## config.mk

```make
export PLATFORM = sky130hd
export DESIGN_NAME = display_scanner
export DESIGN_NICKNAME = d
export VERILOG_FILES = /design/src/rtl/display_pkg.sv /design/src/rtl/bcd_to_7seg.sv /design/src/rtl/display_scanner.sv
export SDC_FILE = /design/constraint.sdc
export NUM_CORES = 1
export LEC_CHECK = 0
export ABC_CLOCK_PERIOD_IN_PS = 2530
export CAP_MARGIN = 10
export CORE_ASPECT_RATIO = 1.2
export CORE_MARGIN = 8
export CORE_UTILIZATION = 35
export CTS_CLUSTER_DIAMETER = 100
export DETAILED_ROUTE_END_ITERATION = 12
export PLACE_DENSITY = 0.67
export SLEW_MARGIN = 20
export SYNTH_ARGS = -nofsm -noshare
export SYNTH_HDL_FRONTEND = slang
export SYNTH_SLANG_ARGS = --single-unit
```

## constraint.sdc

```tcl
create_clock -name clk -period 2.53 [get_ports clk]
set_input_delay 0.3795 -clock clk [delete_from_list [all_inputs] [get_ports clk]]
set_output_delay 0.3795 -clock clk [all_outputs]
set_load 0.01 [all_outputs]
```

## src/rtl/display_pkg.sv

```systemverilog
// Shared constants, segment lookup table and FSM state type for the 4-digit
// multiplexed 7-segment display scanner.
package display_pkg;

    localparam int NUM_DIGITS = 4;

    localparam logic [6:0] SEG_OFF  = 7'h7F;
    localparam logic [6:0] SEG_DASH = 7'h3F;
    localparam logic [3:0] AN_OFF   = 4'hF;

    // Active-low {g,f,e,d,c,b,a}; codes 10..15 are not BCD and show a dash
    localparam logic [6:0] SEG_TABLE [16] = '{
        7'h40, 7'h79, 7'h24, 7'h30, 7'h19, 7'h12, 7'h02, 7'h78,
        7'h00, 7'h10, SEG_DASH, SEG_DASH, SEG_DASH, SEG_DASH, SEG_DASH, SEG_DASH
    };

    typedef enum logic {IDLE, SCAN} state_t;

    function automatic logic [3:0] digit_anode(input logic [1:0] idx);
        return ~(4'b0001 << idx);
    endfunction

endpackage

```

## src/rtl/bcd_to_7seg.sv

```systemverilog
// Combinational BCD to active-low 7-segment decoder with a blanking override.
module bcd_to_7seg
    import display_pkg::*;
(
    input  logic [3:0] i_bcd,
    input  logic       i_blank,
    output logic [6:0] o_seg
);

    assign o_seg = i_blank ? SEG_OFF : SEG_TABLE[i_bcd];

endmodule

```

## src/rtl/display_scanner.sv

```systemverilog
// Time-multiplexed common-anode 4-digit display driver with per-frame snapshot
// and leading-zero blanking. Define DISPLAY_SCANNER_GUARD_EN for anode-off guard cycles.
module display_scanner
    import display_pkg::*;
#(
    parameter int REFRESH_DIV  = 50000,
    parameter int GUARD_CYCLES = 16
) (
    input  logic       clk,
    input  logic       rst,
    input  logic [3:0] Qdata3,
    input  logic [3:0] Qdata2,
    input  logic [3:0] Qdata1,
    input  logic [3:0] Qdata0,
    input  logic       ena,
    input  logic       blank_lz,
    output logic [6:0] seg,
    output logic [3:0] an,
    output logic       frame_tick
);

    localparam int PW = $clog2(REFRESH_DIV);
    localparam logic [PW-1:0] TC          = PW'(REFRESH_DIV - 1);
    localparam logic [PW-1:0] GUARD_START = PW'(REFRESH_DIV - GUARD_CYCLES);
`ifdef DISPLAY_SCANNER_GUARD_EN
    localparam bit GUARD_ON = 1'b1;
`else
    localparam bit GUARD_ON = 1'b0;
`endif

    state_t          r_state;
    logic [1:0]      r_index;
    logic [PW-1:0]   r_presc;
    logic [3:0]      r_snap [NUM_DIGITS];
    logic            r_blank;
    logic [6:0]      r_seg;
    logic [3:0]      r_an;
    logic            r_frame_tick;

    logic [3:0]              w_qdata [NUM_DIGITS];
    logic [NUM_DIGITS-1:1]   w_zero;
    logic [NUM_DIGITS-1:0]   w_lz;
    logic                    w_guard;
    logic                    w_dig_blank;
    logic [6:0]              w_seg;
    logic [3:0]              w_an;

    assign w_qdata[0] = Qdata0;
    assign w_qdata[1] = Qdata1;
    assign w_qdata[2] = Qdata2;
    assign w_qdata[3] = Qdata3;

    generate
        for (genvar gi = 1; gi < NUM_DIGITS; gi++) begin : g_zero
            assign w_zero[gi] = (r_snap[gi] == 4'd0);
        end
    endgenerate

    // A digit is a leading zero only if it and every more significant digit are zero
    always_comb begin
        logic run;
        w_lz = '0;
        run  = 1'b1;
        for (int i = NUM_DIGITS - 1; i > 0; i--) begin
            run     = run & w_zero[i];
            w_lz[i] = run;
        end
    end

    assign w_guard     = GUARD_ON && (r_presc >= GUARD_START);
    assign w_dig_blank = w_guard || (r_blank && w_lz[r_index]);
    assign w_an        = w_guard ? AN_OFF : digit_anode(r_index);

    bcd_to_7seg u_dec (
        .i_bcd   (r_snap[r_index]),
        .i_blank (w_dig_blank),
        .o_seg   (w_seg)
    );

    always_ff @(posedge clk) begin
        if (!rst) begin
            r_state      <= IDLE;
            r_index      <= 2'd3;
            r_presc      <= '0;
            r_blank      <= 1'b0;
            r_seg        <= SEG_OFF;
            r_an         <= AN_OFF;
            r_frame_tick <= 1'b0;
            for (int i = 0; i < NUM_DIGITS; i++) r_snap[i] <= 4'd0;
        end else begin
            r_frame_tick <= 1'b0;
            case (r_state)
                IDLE: begin
                    r_seg <= SEG_OFF;
                    r_an  <= AN_OFF;
                    if (ena) begin
                        r_state <= SCAN;
                        r_index <= 2'd3;
                        r_presc <= '0;
                        r_blank <= blank_lz;
                        for (int i = 0; i < NUM_DIGITS; i++) r_snap[i] <= w_qdata[i];
                    end
                end
                SCAN: begin
                    if (!ena) begin
                        r_state <= IDLE;
                        r_index <= 2'd3;
                        r_presc <= '0;
                        r_seg   <= SEG_OFF;
                        r_an    <= AN_OFF;
                    end else begin
                        r_seg <= w_seg;
                        r_an  <= w_an;
                        if (r_presc == TC) begin
                            r_presc <= '0;
                            r_index <= r_index - 2'd1;
                            // Frame boundary: new digits only take effect between frames
                            if (r_index == 2'd0) begin
                                r_frame_tick <= 1'b1;
                                r_blank      <= blank_lz;
                                for (int i = 0; i < NUM_DIGITS; i++) r_snap[i] <= w_qdata[i];
                            end
                        end else begin
                            r_presc <= r_presc + 1'b1;
                        end
                    end
                end
                default: r_state <= IDLE;
            endcase
        end
    end

    assign seg        = r_seg;
    assign an         = r_an;
    assign frame_tick = r_frame_tick;

endmodule

```

After elaboration in Yosys (flattened, before gate mapping):

Memories as Yosys holds them, arrays and structs flattened. A register that Yosys moved wholly into a read port is not among the register bits.
Cells that the tools add are included.

* register bits: 32
* memories: 2
* output and inout port bits: 12
* ROM bits: 112
* RAM bits: 16

* muxes and demuxes: 43
* $add $sub $neg: 2
* bitwise logic cells: 13
* equal/unequal tests: 6
* shifts and indexed selects: 1
* reduce and logical (&&, ||, !) cells: 7
* $lt $le $gt $ge: 2

Memories
* (name not given): depth 16, bits a word 7, read ports 1, clocked after Yosys merged registers in 0, write ports 0, RTL line bcd_to_7seg.sv:10 `assign o_seg = i_blank ? SEG_OFF : SEG_TABLE[i_bcd];`
* r_snap: depth 4, bits a word 4, read ports 4, clocked after Yosys merged registers in 1, write ports 4, RTL line display_scanner.sv:34 `logic [3:0] r_snap [NUM_DIGITS];`

Operators with widths (number)
* two-way mux 16 bit: 3
* two-way mux 4 bit: 9
* one-hot mux 16 bit (2 select lines): 1
* two-way mux 7 bit: 4
* adder 16 x 1 -> 16 bit, second input constant: 1
* == test 16 bit, second input constant: 1
* two-way mux 1 bit: 16
* one-hot mux 7 bit (2 select lines): 1
* logical NOT 4 bit: 3
* two-way mux 2 bit: 5
* OR 1 bit: 8
* one-hot mux 4 bit (2 select lines): 1
* greater-or-equal comparator 5 bit, second input constant: 1
* NOT 4 -> 5 bit: 1
* inequality test 2 x 1 -> 1 bit, second input constant: 2
* inequality test 2 bit, second input constant: 2
* NOT 4 bit: 1
* one-hot mux 2 bit (2 select lines): 1
* AND reduction 4 bit: 1
* left shift 1 x 2 -> 4 bit, first input constant: 1
* < comparator 2 x 3 -> 1 bit, second input constant: 1
* inequality test 3 x 2 -> 1 bit, second input constant: 1
* AND 1 bit: 2
* binary-select mux 1 bit (select 2 bit): 1
* 6 further kinds: 6

Depth between registers and ports, before layout:

Gate-level depths: netlist of the first run.
An unclocked memory read counts as a cell.

* depth after elaboration: 10
* mapped depth: 7
* mapped depth without buffers: 7

By module:

A second synthesis of the first run with hierarchy kept.

* cell total of the unflattened synthesis: 254
* area total of the unflattened synthesis: 2547.4 µm²

Modules (own cells, without submodules)
* display_scanner: area each 2314.7 µm², seq. area each 1161.1 µm², instances 1, cells an instance 219
* bcd_to_7seg: area each 232.7 µm², seq. area each 0.0 µm², instances 1, cells an instance 35

Least setup slack after synthesis of the first run:

OpenSTA, ideal clock, no wires.

* kind: reg2reg
* start point: register r_presc[0]
* end point: memory r_snap[0][0] (enable)
* data arrival time: 1961 ps
* cell stages (with the launch flop): 8
* library setup time: 384 ps
* path slack: 185 ps
* path buffers: 2
* required time: 2146 ps
* period minus slack after synthesis: 2345 ps
* cell sequence: dfxtp_1 > ha_1 > and4b_1 > nand4_1 > o21a_1 > buf_2 > buf_6 > o21ai_0

RTL lines
* start, declared: RTL line display_scanner.sv:33 `logic [PW-1:0] r_presc;`
* start signal, assigned: RTL line display_scanner.sv:124 `r_presc <= r_presc + 1'b1;`
* end, declared: RTL line display_scanner.sv:34

==> flow_summary.ini, run 1 <==
[clocking]
clockRootBuffer = clkbuf_8
cts_buffers = 5
clk_pin_slew_worst_paths_ns = 0.10
cts_hold_buf = 0
cts.sinks = 50
ctsResizeCount = 0
cts_setup_buffers = 0
clock_path_buffers = 2
cts-htree-levels = 2
cts_tree = yes
clk_latency_ns = 0.31

[critical_path]
cp.arrival_ns = 2.34
r2r_slack_ns = 0.38
crit_type = reg2reg
cp-start-kind = flip-flop
path_max_fanout = 6
r2r_cells = 7
reg2reg_to = seg[4]
cp-end-kind = flip-flop
crit_required_ns = 2.71

[cells_and_area]
drive_gt1_frac = 0.06993
syn2layout_area_growth_pct = 20.27
antenna-diode-count = 0
stdcell_count = 376
final_nets = 315

[sta]
hold_violations = 0
fin_crit_sh = 0.8517
fin_worst_skew_ns = 0.009631
setup-violations-final = 0
slew_viol_final = 0
tightest_slew_ns = 0.6010
fmax_mhz = 464.1
min_period_ns = 2.155
relSlewSlack = 0.5976
fin_tns_setup_ns = 0
rsz0062_at_grt = false

[pwr]
leakage_nw = 1.068
p_seq_frac = 0.537
switchingPower_mw = 0.3786
power.internal_mw = 1.233
netSwitchingFraction = 0.2350
ir_worst_vdd_mv = 0.3171
power.density_nw_per_um2 = 531.9
clkPwrFrac = 0.370
comb_power_share = 0.094

[logic_synthesis]
netlist_top_cells_count = dfxtp_1 (34), nand2_1 (23), edfxtp_1 (16), nand3_1 (16), nor3b_1 (16)
synth.distinct_cells = 47
syn_nets = 286
synth_enable_flop_cells = 16
syn_avg_cell_area_sq_um = 9.839
synth_top_cell_by_area = dfxtp_1
synth-seq-area-share = 0.4610
synth_area_sq_um = 2519
synthCells = 256
yosysMostFrequentCell = dfxtp_1
yosysWarnings = 0
synthFlopType = dfxtp_1
netlist.area_leader.share = 0.2702
ys_ff_latch = 50
synthTopCellsByArea = dfxtp_1 (27%), edfxtp_1 (19%), ha_1 (5.0%), nor3b_1 (4.8%), a31oi_1 (3.7%)
synthArstFlopShare = 0

[floorplanning]
core_region_area_sq_um = 7104
dieArea_sq_um = 10180
chipWidth_microns = 93.44
ios = 32
fp-row-count = 34
die_h_microns = 108.9
start_util = 0.3545

[routing]
drt_iter0_drc = 170
postRouteAntennaNets = 0
vias = 2008
drc = 0
vias_per_cell = 5.340
dr.pass1.iters = 4
wl_per_cell_microns = 14.80
routed_wl_microns = 5565

[min_path]
hold_start = r_blank
hold_path.class = reg2reg
whs_path_depth = 2
min_to = r_blank

[flow_run]
max_cap_violations = 0

[grt]
grt_use_total = 0.1136
grt_pass1_vias = 1938
grt_pass1_wl_microns = 9384
antenna_found_initial = 0
grt_max_degree = 20
overflow = 0

[placed_design]
dp_hpwl_microns = 4124
numPortBuffers = 31
dp_cells = 368
place_congestion = 0.8877

[outcome]
status = completed
==> kinds of logic after synthesis <==
group                      after synthesis  share of synthesized area
and+or+nand+nor                        109                     0.2529
DFF                                     50                     0.4610
AOI/OAI and AO/OA                       48                     0.1252
buffers and inverters                   31                    0.05514
adders and majority gates               10                    0.04968
muxes                                    7                    0.05266
xor gates and xnor gates                 1                   0.003478
==> cells in the final DEF, fill, tap and decap left out, types with 4 or more instances in the layout <==
| cell type | synthesis | routed |
|---|---|---|
| a31oi_1 | 15 | 15 |
| buf_4 | 0 | 7 |
| clkbuf_8 | 0 | 5 |
| clkdlybuf4s50_1 | 0 | 31 |
| dfxtp_1 | 34 | 34 |
| edfxtp_1 | 16 | 16 |
| ha_1 | 10 | 10 |
| inv_1 | 15 | 15 |
| nand2_1 | 23 | 23 |
| nand3_1 | 16 | 16 |
| nand4_1 | 9 | 9 |
| nor2_1 | 8 | 8 |
| nor3_1 | 4 | 4 |
| nor3b_1 | 16 | 16 |
| o211ai_1 | 4 | 4 |
| o21ai_0 | 11 | 11 |
| o22ai_1 | 6 | 6 |
| or3_1 | 4 | 4 |
==> flip-flops by register name (all words and copies together), names as in the netlist, named ones only <==
name	count
seg	7
frame_tick	1
r_presc	16
r_state	1
an	4
r_blank	1
r_snap	16
r_index	2
==> critical path, cell delays in order (launching register included) <==
cell	delay, ns
dfxtp_1	0.45
mux4_1	0.70
inv_1	0.17
ha_1	0.19
inv_1	0.04
mux2_2	0.25
o22ai_1	0.13
nand3_1	0.09
==> power groups by stage <==
stage	registers, mW	logic [mW]	clock network [mW]
2_1_floorplan	0.880	0.0918	0
4_1_cts	0.865	0.153	0.600
3_3_place_gp	0.883	0.147	0
5_1_grt	0.868	0.167	0.644
3_5_place_dp	0.884	0.150	0
6_report	0.865	0.151	0.595
==> metal layers <==
metal	vias to the layer above	track usage	share of wire	wire (microns)
li1	1020	-	-	-
met1	943	0.1400	0.46	2579
met2	40	0.1847	0.47	2638
met3	5	0.02824	0.046	258
met4	0	0.04729	0.016	90
met5	-	0	0	0
==> metrics by stage <==
| step | worst slack [ns] | cell area (sq um) | total power, mW | hold slack (ns) | util |
|---|---|---|---|---|---|
| 2_1_floorplan | 0.1851 | 2519 | 0.9713 | 0.4431 | - |
| 3_3_place_gp | 0.5131 | 2912 | 1.029 | 0.4632 | 0.4098 |
| 3_5_place_dp | 0.4130 | 2912 | 1.034 | 0.4697 | 0.4098 |
| 4_1_cts | 0.3629 | 3029 | 1.618 | 0.4849 | 0.4264 |
| 5_1_grt | 0.3018 | 3029 | 1.679 | 0.5152 | 0.4264 |
| 6_report | 0.3753 | 3029 | 1.611 | 0.4845 | 0.4264 |
==> worst max-delay path by stage <==
stage | startpoint | endpoint | slack [ns]
2_1_floorplan | r_presc[0] | r_snap[0][0] | 0.19
3_3_place_gp | flip-flop | seg[4] | 0.51
3_5_place_dp | flip-flop | seg[4] | 0.41
4_1_cts | flip-flop | seg[4] | 0.36
5_1_grt | flip-flop | seg[4] | 0.30
6_report | flip-flop | seg[4] | 0.38
==> area by class of cell <==
class	count	area (sq um)
Sequential cell	50	1161
Fill cell	684	4075
Clock buffer	5	68.82
Multi-Input combinational cell	175	1219
Tap cell	90	112.6
Clock inverter	3	48.80
Inverter	15	56.30
Timing Repair Buffer	38	362.8
Note: power is estimated with default switching activity, not from simulation.
==> run 2, diff against run 1 <==
--- a/config.mk
+++ b/config.mk
@@ -7,7 +7,6 @@
 export LEC_CHECK = 0
 export ABC_CLOCK_PERIOD_IN_PS = 2530
 export CAP_MARGIN = 10
-export CORE_ASPECT_RATIO = 1.2
 export CORE_MARGIN = 8
 export CORE_UTILIZATION = 35
 export CTS_CLUSTER_DIAMETER = 100
==> flow_summary.ini, run 2 (same netlist as run 1, synthesis figures left out) <==
[cells_and_area]
design_area_sq_um = 3035
layout_common_cells = dfxtp_1 (34), clkdlybuf4s50_1 (31), nand2_1 (23)
syn2layout_area_growth_pct = 20.52
final_common_cell = dfxtp_1
final_nets = 317
drive_gt1_frac = 0.07639
stdcell_count = 387
antenna-diode-count = 0
fillers = 674
final_util = 0.4276

[sta]
hold_violations = 0
fmax_mhz = 476.6
fin_tns_setup_ns = 0
tightest_slew_ns = 0.6015
relSlewSlack = 0.5973
min_period_ns = 2.098
rsz0062_at_grt = false
slew_viol_final = 0
setup-violations-final = 0
fin_crit_sh = 0.8294
fin_worst_skew_ns = 0.009398

[floorplanning]
die_h_microns = 100.8
core_region_area_sq_um = 7098
chipWidth_microns = 100.8
dieArea_sq_um = 10170
fp-row-count = 31
ios = 32
start_util = 0.3548

[critical_path]
r2r_start = r_presc[0]
crit_start = r_presc[0]
cp.arrival_ns = 2.05
crit_required_ns = 2.48
crit_type = reg2reg
path_max_fanout = 6
cp-end-kind = flip-flop
cp-start-kind = flip-flop
r2r_cells = 5

[grt]
grt_max_degree = 20
antenna_found_initial = 0
grt_pass1_vias = 2004
grt_pass1_wl_microns = 9294
overflow = 0
grt_use_total = 0.1115

[clocking]
cts-htree-levels = 2
cts_hold_buf = 0
clock_path_buffers = 2
clk_latency_ns = 0.31
cts_buffers = 5
clk_pin_slew_worst_paths_ns = 0.10
clockRootBuffer = clkbuf_8
cts_setup_buffers = 0
cts_tree = yes
ctsResizeCount = 0
cts.sinks = 50

[min_path]
hold_start = r_blank
whs_path_depth = 2
hold_path.class = reg2reg

[placed_design]
numPortBuffers = 31
dp_hpwl_microns = 4097
place_congestion = 0.9094
place_area_sq_um = 2938
dp_cells = 379

[routing]
wl_per_cell_microns = 14.03
vias_per_cell = 5.199
dr.pass1.iters = 4
drc = 0
vias = 2012
routed_wl_microns = 5429
postRouteAntennaNets = 0
drt_iter0_drc = 139

[flow_run]
max_cap_violations = 0

[outcome]
status = completed

[pwr]
leakage_nw = 1.073
power.density_nw_per_um2 = 500.8
ir_worst_vdd_mv = 0.2559
power_mw = 1.520
run 2: changes by cell type in the layout (fill, tap and decap cells not counted), sizes merged:
cell | before | now
buf | 7 | 9
bufinv | 1 | 0
clkinv | 0 | 1
clkinvlp | 1 | 0
inv | 16 | 17
run 2: critical path: stages (launching register included):
cell,delay (ns)
dfxtp_1,0.41
ha_1,0.24
and4b_1,0.23
nand4_1,0.14
o21a_1,0.23
o21ai_0,0.49
run 2: power by group:
part / switching [mW] / internal (mW)
combinational: 0.0705 / 0.0788
clock: 0.297 / 0.207
sequential: 0.0138 / 0.853
total: 0.381 / 1.14
run 2: path summary, 6_finish.rpt:
kind              slack, ns      endpoint
setup / recovery       0.43  r_snap[1][1]
hold / removal         0.49       r_blank
setup reg to reg       0.43  r_snap[1][1]
hold reg to reg        0.49       r_blank
run 2: cell type report:
type                    instances  area, sq um  share of cell area
well taps                      99        123.9             0.04081
clock buffers                   5        68.82             0.02267
flip-flops and latches         50         1161              0.3825
clock inverters                 3        28.78            0.009481
inverters                      15        56.30             0.01855
repair buffers                 40        377.9              0.1245
multi-input cells             175         1219              0.4015
run 2: metal layers:
metal	vias to the layer above	global-route usage	wire length [microns]
met1	932	0.1474	2639
met5	-	0	0
met4	0	0.03953	54
li1	1018	-	-
met3	4	0.03522	375
met2	58	0.1656	2359
run 2: metrics by stage:
stage | hold WS (ns) | worst slack (ns)
global route | 0.5064 | 0.2758
detailed placement | 0.4715 | 0.4226
finish | 0.4891 | 0.4317
floorplan | 0.4431 | 0.1851
global placement | 0.4696 | 0.5259
CTS | 0.4874 | 0.4097
==> variant (flow settings as in run 2) <==
Reset style: asynchronous (`rst`), changed in one clocked block.
--- a/src/rtl/display_scanner.sv
+++ b/src/rtl/display_scanner.sv
@@ -77,7 +77,7 @@
         .o_seg   (w_seg)
     );
 
-    always_ff @(posedge clk) begin
+    always_ff @(posedge clk or negedge rst) begin
         if (!rst) begin
             r_state      <= IDLE;
             r_index      <= 2'd3;
Formal check against the unedited RTL: differs if rst is asserted again (counterexample within 4 cycles, from zero or initial values and one cycle with rst low); with rst held inactive, the same outputs for 10 cycles.
==> variant against run 2 <==
Setup slack got worse by 0.041 ns. Clock power increased by 13%. Wire length decreased by 7.9%. Sequential power increased by 0.7%. Cell count decreased by 10%. Synthesized area decreased by 1.3%. Power increased by 13%. Die area decreased by 1.1%. Sequential cell count decreased by 2. Final area decreased by 1.7%. Core utilization increased by 0.92 points. Highest routed layer unchanged.
==> variant: results (changes against run 2) <==
stage;metric;value;unit;change
grt;grt_pass1_vias;1750;;-13%
clocking;post_cts_buffers;0;;unchanged
setup_path;critPathCapture;seg[4]$_DFF_PN1_;;
synthesis;async_flop_share;100;%;+100 points
drt;drt-total-wl;5000;um;-7.9%
layout;drive_gt1_share;19.8;%;+12 points
setup_path;r2r_cells;6;;+1
synthesis;yosys-top-cells-area;dfrtp_1 (35%), dfstp_2 (14%), mux2_4 (6.0%), ha_1 (5.0%), mux4_2 (3.6%);;
clocking;htreeDepth;2;;unchanged
grt;grtUsageMet3;2.63;%;-0.89 points
synthesis;yosys_warnings;0;;unchanged
place;pre_cts_slack;0.426;ns;+0.00373 ns
setup_path;cp-start-kind;register;;
clocking;cts_resized;0;;unchanged
setup_path;critPathSlowestCell;dfstp_2;;
outcome;outcome;complete, no violations;;
drt;avgViaCountPerCell;5.03;;-3.3%
power_and_ir_drop;leakage;1.29;nW;+21%
sta;worst_pin_slew;0.662;ns;+0.0602 ns
synthesis;syn_nets;252;;-12%
setup_path;r2r-start;r_index[0]$_DFFE_PN1P_;;
grt;grtUsageTotal;10.6;%;-0.54 points
synthesis;ys_seq_area_share;49.0;%;+2.9 points
sta;timing.final.ws_setup;0.390;ns;-0.0414 ns
setup_path;worstPathArrival;2.35;ns;+0.30 ns
grt;grt_max_degree;29;;+45%
setup_path;critPathMaxFanout;13;;+7
place;dp_hpwl;3680;um;-10%
clocking;path_clk_slew;0.10;ns;about the same
grt;grtUsageMet2;15.9;%;-0.61 points
drt;first_pass_iters;4;;unchanged
clocking;cts_max_path_buffers;2;;unchanged
drt;drt_iter0_markers;91;;-35%
sta;clock_skew;0.00837;ns;-0.00103 ns
synthesis;synthTopCellsByCount;dfrtp_1 (35), nand2_1 (21), dfstp_2 (13), o21ai_0 (13), a21oi_1 (12);;
power_and_ir_drop;irDropWorstVdd;285;uV;+11%
synthesis;yosysMostFrequentCell;dfrtp_1;;
min_path;min_path_type;in2async;;
layout;antenna_cells;0;;unchanged
synthesis;ys_types;46;;-2.1%
clocking;clk_latency;0.31;ns;about the same
layout;layout.nets;281;;-11%
setup_path;crit_path_max_incr_delay;0.72;ns;+0.23 ns
grt;grt_pass1_wl;8600;um;-7.5%
grt;met1_usage;13.9;%;-0.81 points
clocking;cts_buffers;5;;unchanged
grt;antenna_found_initial;0;;unchanged
place;gp_congestion;0.844;;-7.2%
clocking;cts_root_buf;clkbuf_8;;
-- variant: worst max-delay path, delay by kind of cell, from the launching register on --
kind            cells  cell delay (ns)
mux                 1             0.64
buf+inv             1             0.14
compound gates      2             0.27
simple gates        1             0.09
fa+ha+maj           1             0.19
flops               1             0.72
-- variant: worst min-delay path by stage --
stage          cells after the start                 endpoint  slack [ns]  from
4_1_cts                            1    r_snap[5]$_DFFE_PN0P_        0.12   rst
3_5_place_dp                       1  r_presc[12]$_DFFE_PN0N_        0.46   rst
3_3_place_gp                       1  r_presc[12]$_DFFE_PN0N_        0.45   rst
5_1_grt                            1  r_presc[12]$_DFFE_PN0N_        0.14   rst
2_1_floorplan                      0     frame_tick$_DFF_PN0_        0.08   rst
6_report                           1    r_snap[1]$_DFFE_PN0P_        0.09   rst
-- variant: power by group --
part | switching, W | leakage [nW] | internal [W]
sequential | 0.0000433 | 0.584 | 0.000829
combinational | 0.000125 | 0.654 | 0.000153
clock | 0.000272 | 0.0548 | 0.000298
total | 0.000440 | 1.29 | 0.00128
-- variant: metal layers --
| metal | part of all wire, % | up-vias | routed length [um] |
|---|---|---|---|
| met4 | 2.2 | 0 | 108 |
| met3 | 4.9 | 7 | 244 |
| met5 | 0 | - | 0 |
| met2 | 45 | 38 | 2270 |
| li1 | - | 854 | - |
| met1 | 48 | 850 | 2380 |
-- variant: layout make-up --
cell class / instances / area, sq um
Timing Repair Buffer: 34 / 340
Inverter: 9 / 33.8
Clock buffer: 5 / 68.8
Tap cell: 96 / 120
Sequential cell: 48 / 1220
Clock inverter: 3 / 46.3
Fill cell: 648 / 3850
Multi-Input combinational cell: 153 / 1160
-- variant: cell families (layout without fill, tap and decap cells) --
group	Yosys count	in the layout	share of synthesized area [%]
AND/OR/NAND/NOR	71	71	15.5
AO/OA/AOI/OAI	48	48	12.1
flip-flops	48	48	49.0
multiplexers	22	22	13.2
buffers and inverters	21	51	4.48
adder cells (fa/ha/maj)	10	10	5.03
XOR/XNOR	2	2	0.705
-- variant: per-stage QoR --
step / area, sq um / instances / utilization (%) / hold slack, ns
after floorplan: 2490 / 222 / - / 0.0839
after global placement: 2870 / 340 / 42.0 / 0.453
after detailed placement: 2870 / 340 / 42.0 / 0.455
after CTS: 2980 / 348 / 43.7 / 0.117
after global routing: 2980 / 348 / 43.7 / 0.142
final: 2980 / 348 / 43.7 / 0.0943
